==> config.mk <==
export PLATFORM = sky130hd
export DESIGN_NAME = async_fifo
export DESIGN_NICKNAME = d
export VERILOG_FILES = /design/src/rtl/async_fifo_pkg.sv /design/src/rtl/async_fifo_sync2.sv /design/src/rtl/async_fifo.sv
export SDC_FILE = /design/constraint.sdc
export NUM_CORES = 1
export LEC_CHECK = 0
export CAP_MARGIN = 20
export CELL_PAD_IN_SITES_DETAIL_PLACEMENT = 1
export CELL_PAD_IN_SITES_GLOBAL_PLACEMENT = 2
export CORE_MARGIN = 2
export CORE_UTILIZATION = 45
export CTS_CLUSTER_DIAMETER = 200
export DETAILED_ROUTE_END_ITERATION = 10
export PLACE_DENSITY = 0.82
export SYNTH_ARGS = -nofsm -noshare
export SYNTH_HDL_FRONTEND = slang
export SYNTH_HIERARCHICAL = 1
export SYNTH_SLANG_ARGS = --single-unit
==> constraint.sdc <==
create_clock -name clk_i -period 4.9 [get_ports clk_i]
set_input_delay 0.98 -clock clk_i [delete_from_list [all_inputs] [get_ports clk_i]]
set_output_delay 0.98 -clock clk_i [all_outputs]
set_load 0.01 [all_outputs]
==> src/rtl/async_fifo_pkg.sv <==
// Shared defaults and Gray-code helpers for the Gray-pointer FIFO.
// Helpers work on 32-bit words; callers cast to their pointer width.
package async_fifo_pkg;

    localparam int DEPTH_DEF     = 16;
    localparam int WIDTH_DEF     = 8;
    localparam int PTR_WIDTH_DEF = 4;

    function automatic logic [31:0] bin2gray(input logic [31:0] b);
        return b ^ (b >> 1);
    endfunction

    function automatic logic [31:0] gray2bin(input logic [31:0] g);
        logic [31:0] b;
        b[31] = g[31];
        for (int i = 30; i >= 0; i--) begin
            b[i] = b[i+1] ^ g[i];
        end
        return b;
    endfunction

endpackage

==> src/rtl/async_fifo_sync2.sv <==
// Two-flop synchronizer for a Gray-coded pointer, with synchronous active-low reset.
module async_fifo_sync2 #(
    parameter int W = 5
) (
    input  logic         clk,
    input  logic         rst_b,
    input  logic [W-1:0] d,
    output logic [W-1:0] q
);

    logic [W-1:0] meta;

    always_ff @(posedge clk) begin
        if (!rst_b) begin
            meta <= '0;
            q    <= '0;
        end else begin
            meta <= d;
            q    <= meta;
        end
    end

endmodule

==> src/rtl/async_fifo.sv <==
// Gray-pointer FIFO on a single clock; pointers still cross through 2-flop
// synchronizers so the datapath is unchanged if the two sides are later split.
module async_fifo
    import async_fifo_pkg::*;
#(
    parameter int DEPTH     = DEPTH_DEF,
    parameter int WIDTH     = WIDTH_DEF,
    parameter int PTR_WIDTH = PTR_WIDTH_DEF
) (
    input  logic             clk_i,
    input  logic             rst_i,
    input  logic             wr_en_i,
    input  logic [WIDTH-1:0] wdata_i,
    output logic             full_o,
    output logic             wr_error_o,
    input  logic             rd_en_i,
    output logic [WIDTH-1:0] rdata_o,
    output logic             empty_o,
    output logic             rd_error_o
);

    localparam int PW = PTR_WIDTH + 1;

    logic [WIDTH-1:0] mem [DEPTH];

    logic [PW-1:0] wr_ptr, wr_gray, wr_ptr_next;
    logic [PW-1:0] rd_ptr, rd_gray, rd_ptr_next;
    logic [PW-1:0] wq2_wr_gray, rq2_rd_gray;
    logic          accept_wr, accept_rd;

    assign accept_wr   = wr_en_i & ~full_o;
    assign accept_rd   = rd_en_i & ~empty_o;
    assign wr_ptr_next = wr_ptr + PW'(1);
    assign rd_ptr_next = rd_ptr + PW'(1);

    // Full when the write pointer is exactly one lap ahead: top two Gray bits inverted.
    assign empty_o = (rd_gray == wq2_wr_gray);
    assign full_o  = (wr_gray == {~rq2_rd_gray[PW-1:PW-2], rq2_rd_gray[PW-3:0]});

    // Storage is not reset; writes are held off while reset is asserted.
    always_ff @(posedge clk_i) begin
        if (rst_i && accept_wr) begin
            mem[wr_ptr[PTR_WIDTH-1:0]] <= wdata_i;
        end
    end

    always_ff @(posedge clk_i) begin
        if (!rst_i) begin
            wr_ptr     <= '0;
            wr_gray    <= '0;
            wr_error_o <= 1'b0;
        end else begin
            wr_error_o <= wr_en_i & full_o;
            if (accept_wr) begin
                wr_ptr  <= wr_ptr_next;
                wr_gray <= PW'(bin2gray(32'(wr_ptr_next)));
            end
        end
    end

    always_ff @(posedge clk_i) begin
        if (!rst_i) begin
            rd_ptr     <= '0;
            rd_gray    <= '0;
            rdata_o    <= '0;
            rd_error_o <= 1'b0;
        end else begin
            rd_error_o <= rd_en_i & empty_o;
            if (accept_rd) begin
                rdata_o <= mem[rd_ptr[PTR_WIDTH-1:0]];
                rd_ptr  <= rd_ptr_next;
                rd_gray <= PW'(bin2gray(32'(rd_ptr_next)));
            end
        end
    end

    async_fifo_sync2 #(.W(PW)) u_sync_wr2rd (
        .clk   (clk_i),
        .rst_b (rst_i),
        .d     (wr_gray),
        .q     (wq2_wr_gray)
    );

    async_fifo_sync2 #(.W(PW)) u_sync_rd2wr (
        .clk   (clk_i),
        .rst_b (rst_i),
        .d     (rd_gray),
        .q     (rq2_rd_gray)
    );

endmodule

Yosys cells after proc, flatten, opt, wreduce, memory -nomap -nowiden
Memory sizes are Yosys's and may differ from the RTL's. A register that Yosys moved wholly into a read port is not among the register bits.
Index checks and enable logic that the tools add are counted.

storage, ports and cells
  register bits = 42
  memory bits (writable) = 128
  input bits = 12
  output and inout bits = 12
  memories = 1

memory list
  memory  words  width  read ports  clocked after memory_dff  wr ports  RTL line          RTL
  mem     16     8      1           1                         1         async_fifo.sv:24  logic [WIDTH-1:0] mem [DEPTH];

cells by class
  add/subtract/negate cells = 2
  equal/unequal tests = 2
  mux-type cells = 2
  bitwise gates (word level) = 9
  reductions and logical operators = 2

operators with widths
  kind                                         count
  adder 5 x 1 -> 5 bit, second input constant  2
  == test 5 bit                                2
  XOR 5 x 4 -> 5 bit                           2
  bitwise AND 1 bit                            4
  two-way mux 1 bit                            2
  NOT 1 bit                                    2
  NOT 2 bit                                    1
  logical AND 1 bit                            1
  zero test 1 bit                              1

Logic depth before layout (Yosys ltp)
  depth after elaboration = 7
  mapped depth = 7
  gate-level depth less buffers = 6

Modules after synthesis
Netlist, hierarchy kept.

modules (own cells, without submodules)
  module            times used  cells an instance  area each (um^2)  sequential area each (um^2)
  async_fifo        1           382                6361.1            4404.2
  async_fifo_sync2  2           20                 262.8             200.2

Worst setup path before layout
OpenSTA, ideal clock, no wires.

  kind = in2reg
  start point = input rst_i
  end point = memory mem[2][0] (netlist name) (enable)
  arrival = 2139 ps
  data required time = 4505 ps
  slack = 2366 ps
  stages = 3
  path buffers = 1
  cell sequence = clkbuf_1 -> nand2_1 -> nor4_1

between the ends
  cells in the longest elaborated chain, start to end = 3

ends and longest elaborated chain
  element                                  RTL line          RTL
  start: declaration                       async_fifo.sv:11  input logic rst_i,
  logical AND 1 bit                        async_fifo.sv:42  if (rst_i && accept_wr) begin
  two-way mux 1 bit                        async_fifo.sv:42
  two-way mux 1 bit (not written as such)  async_fifo.sv:43  mem[wr_ptr[PTR_WIDTH-1:0]] <= wdata_i;
  end: declaration                         async_fifo.sv:24

No other way between the ends.

==> results_dict.tcl <==
set metrics [dict create \
    r2r_slack_ps 2420 \
    yosysTopAreaCell "edfxtp_1" \
    ff2ff_path_depth 5 \
    async_flop_share 0 \
    synth_common_cells "edfxtp_1, dfxtp_1, mux4_2" \
    netlist.area_leader.share 0.558 \
    dpl.hpwl_mm 9.13 \
    p_per_area_mw_per_mm2 443 \
    synthMostInstantiatedCell "edfxtp_1" \
    setup_viol 0 \
    die_height_um 128 \
    drive_gt1_frac 0.156 \
    die-area_mm2 0.0163 \
    io_buffers 23 \
    clock-sinks 176 \
    p_leak_nw 2.60 \
    wirelength_mm 14.2 \
    worstHoldPathType "reg2reg" \
    vias 3608 \
    initial_core_util 0.456 \
    cts_hold_buf 0 \
    crit_fanout 5 \
    antennaDiodeCount 0 \
    cp-startpoint "rd_ptr[4]$_SDFFE_PN0P_" \
    multi_input_area_mm2 0.00194 \
    drtAntennaViolNets 0 \
    drt_drc_violations_left 0 \
    fin_cells 655 \
    slew_viol_final 0 \
    post_cts_buffers 0 \
    numCtsBuffers 17 \
    syn_avg_cell_area_um2 16.3 \
    synth-main-ff-cell "edfxtp_1" \
    final_util 0.524 \
    nNetsFinal 471 \
    synthCells 422 \
    ys_types 37 \
    clk_path_buf_depth 2 \
    gp_congestion 0.748 \
    clock_latency_ps 430 \
    grt_pass1_wl_mm 22.6 \
    worstSetupEndpoint "empty_o" \
    register_area_mm2 0.00481 \
    status "finished clean" \
    crit_required_ps 3920 \
    synthTopCellsByArea "edfxtp_1, dfxtp_1, mux4_2" \
    critPathCaptureType "primary output" \
    dp_cells 623 \
    cts_max_level 4 \
    path_class "reg2out" \
    synth-seq-cells 176 \
    clock-root-buffer "clkbuf_16" \
    slew_headroom 0.506 \
    grt_pass1_vias 3860 \
    grt_max_degree 54 \
    grt_use_total 0.193 \
    fp-row-count 45 \
    period_share 0.588 \
    cts_resized 0 \
    ir_drop_v 0.000260 \
    hold_viol_final 0 \
    drt_iter0_markers 224 \
    power_w 0.00350 \
    worst_pin_slew_ps 742 \
    die_w_um 128 \
    mappedNetlistArea_mm2 0.00689 \
    rsz0062_at_grt "no" \
    clk_pin_slew_worst_paths_ps 60 \
    r2r_end "rdata_o[6]$_SDFFE_PN0P_" \
    viasPerCell 5.51 \
    critical_path_arrival_ps 1900 \
    setup_tns_ps 0 \
    drt-pass1-iter-count 4 \
    dp_slack_ps 1630 \
    ys_warn_count 6 \
    core-area_mm2 0.0151 \
    wire_per_inst_um 21.7 \
    reg2reg_from "rd_ptr[0]$_SDFFE_PN0P_" \
    syn_to_final_growth_pct 14.9 \
    grt_antenna_before_repair 0 \
    setup_ws_ps 2020 \
    cts_tree "built" \
    skew_ps 12.4 \
    io_pins 24 \
    maxCapViolations 0 \
    n_fill_cell 1417 \
    fmax_mhz 347 \
    overflow 0 \
    syn_nets 439 \
    yosysSeqAreaShare 0.698 \
    fin_crit_ps 2880 \
    synth_edf_count 128 \
    worstSetupStartpointType "flop" \
]
sequential cells by signal, indices dropped and copies added, names as in the netlist:
| signal | flops |
|---|---|
| wr_gray | 4 |
| u_sync_wr2rd/meta | 5 |
| rdata_o | 8 |
| wr_error_o | 1 |
| u_sync_rd2wr/q | 5 |
| rd_ptr | 5 |
| u_sync_rd2wr/meta | 5 |
| rd_gray | 4 |
| wr_ptr | 5 |
| u_sync_wr2rd/q | 5 |
| mem | 128 |
| rd_error_o | 1 |
worst max-delay path, cell delays in order, from the launching register on:
cell             delay [ps]
dfxtp_1                 450
xnor2_1                 150
nand3_1                 170
nor2_1                  160
clkdlybuf4s50_1         550
worst min path at each step:
| stage | slack (ps) | from | cells past startpoint | to |
|---|---|---|---|---|
| final | 430 | u_sync_wr2rd/meta[1]$_SDFF_PN0_ | 1 | u_sync_wr2rd/q[1]$_SDFF_PN0_ |
| after global routing | 460 | u_sync_rd2wr/meta[3]$_SDFF_PN0_ | 1 | u_sync_rd2wr/q[3]$_SDFF_PN0_ |
| after CTS | 440 | u_sync_wr2rd/meta[0]$_SDFF_PN0_ | 1 | u_sync_wr2rd/q[0]$_SDFF_PN0_ |
| after detailed placement | 420 | u_sync_rd2wr/meta[2]$_SDFF_PN0_ | 1 | u_sync_rd2wr/q[2]$_SDFF_PN0_ |
| after global placement | 420 | u_sync_wr2rd/meta[2]$_SDFF_PN0_ | 1 | u_sync_wr2rd/q[2]$_SDFF_PN0_ |
| after floorplan | 410 | u_sync_rd2wr/meta[3]$_SDFF_PN0_ | 1 | u_sync_rd2wr/q[3]$_SDFF_PN0_ |
metrics by stage:
stage          hold WS (ps)  cell area (um^2)
3_5_place_dp            421              7320
3_3_place_gp            417              7320
6_report                432              7910
2_1_floorplan           406              6890
5_1_grt                 457              7910
4_1_cts                 437              7910
area by class of cell:
| cell class | instances | share of cell area |
|---|---|---|
| flip-flops and latches | 176 | 0.607 |
| inverters | 3 | 0.00142 |
| repair buffers | 35 | 0.0405 |
| clock buffers | 21 | 0.0557 |
| clock inverters | 11 | 0.0196 |
| multi-input cells | 221 | 0.246 |
| well taps | 188 | 0.0297 |
placed cells by master (no fill, tap or decap), drive strengths merged, types with 3 or more instances in the layout:
master           n
dfxtp           48
o21ai           11
xor2             6
xnor2           20
inv              6
bufinv           3
clkdlybuf4s50   23
mux4            32
mux2i            4
buf             12
nand3           14
ha               5
a22o            16
nor4             4
nor2            20
and3             3
a21boi           5
and2            25
clkinv           5
edfxtp         128
clkbuf          21
nor3            10
nand2           22
nor2b            6
o21a             9
cell families after synthesis:
logic type	count (synthesis)	share of synthesized area
flip-flops	176	0.698
AND/OR/NAND/NOR	107	0.0783
multiplexers	36	0.112
adder cells (fa/ha/maj)	5	0.00908
XOR/XNOR	26	0.0331
AO/OA/AOI/OAI	47	0.0503
buffers and inverters	25	0.0200
power by group:
group,total [W],internal (W),switching (W)
Clock,0.00137,0.000809,0.000560
Sequential,0.00170,0.00164,0.0000600
Combinational,0.000432,0.000226,0.000206
per-layer routing:
metal	track usage	part of all wire
met1	0.256	0.44
met2	0.304	0.48
met3	0.0463	0.052
met4	0.0866	0.023
met5	0	0
Note: power is estimated with default switching activity, not from simulation.
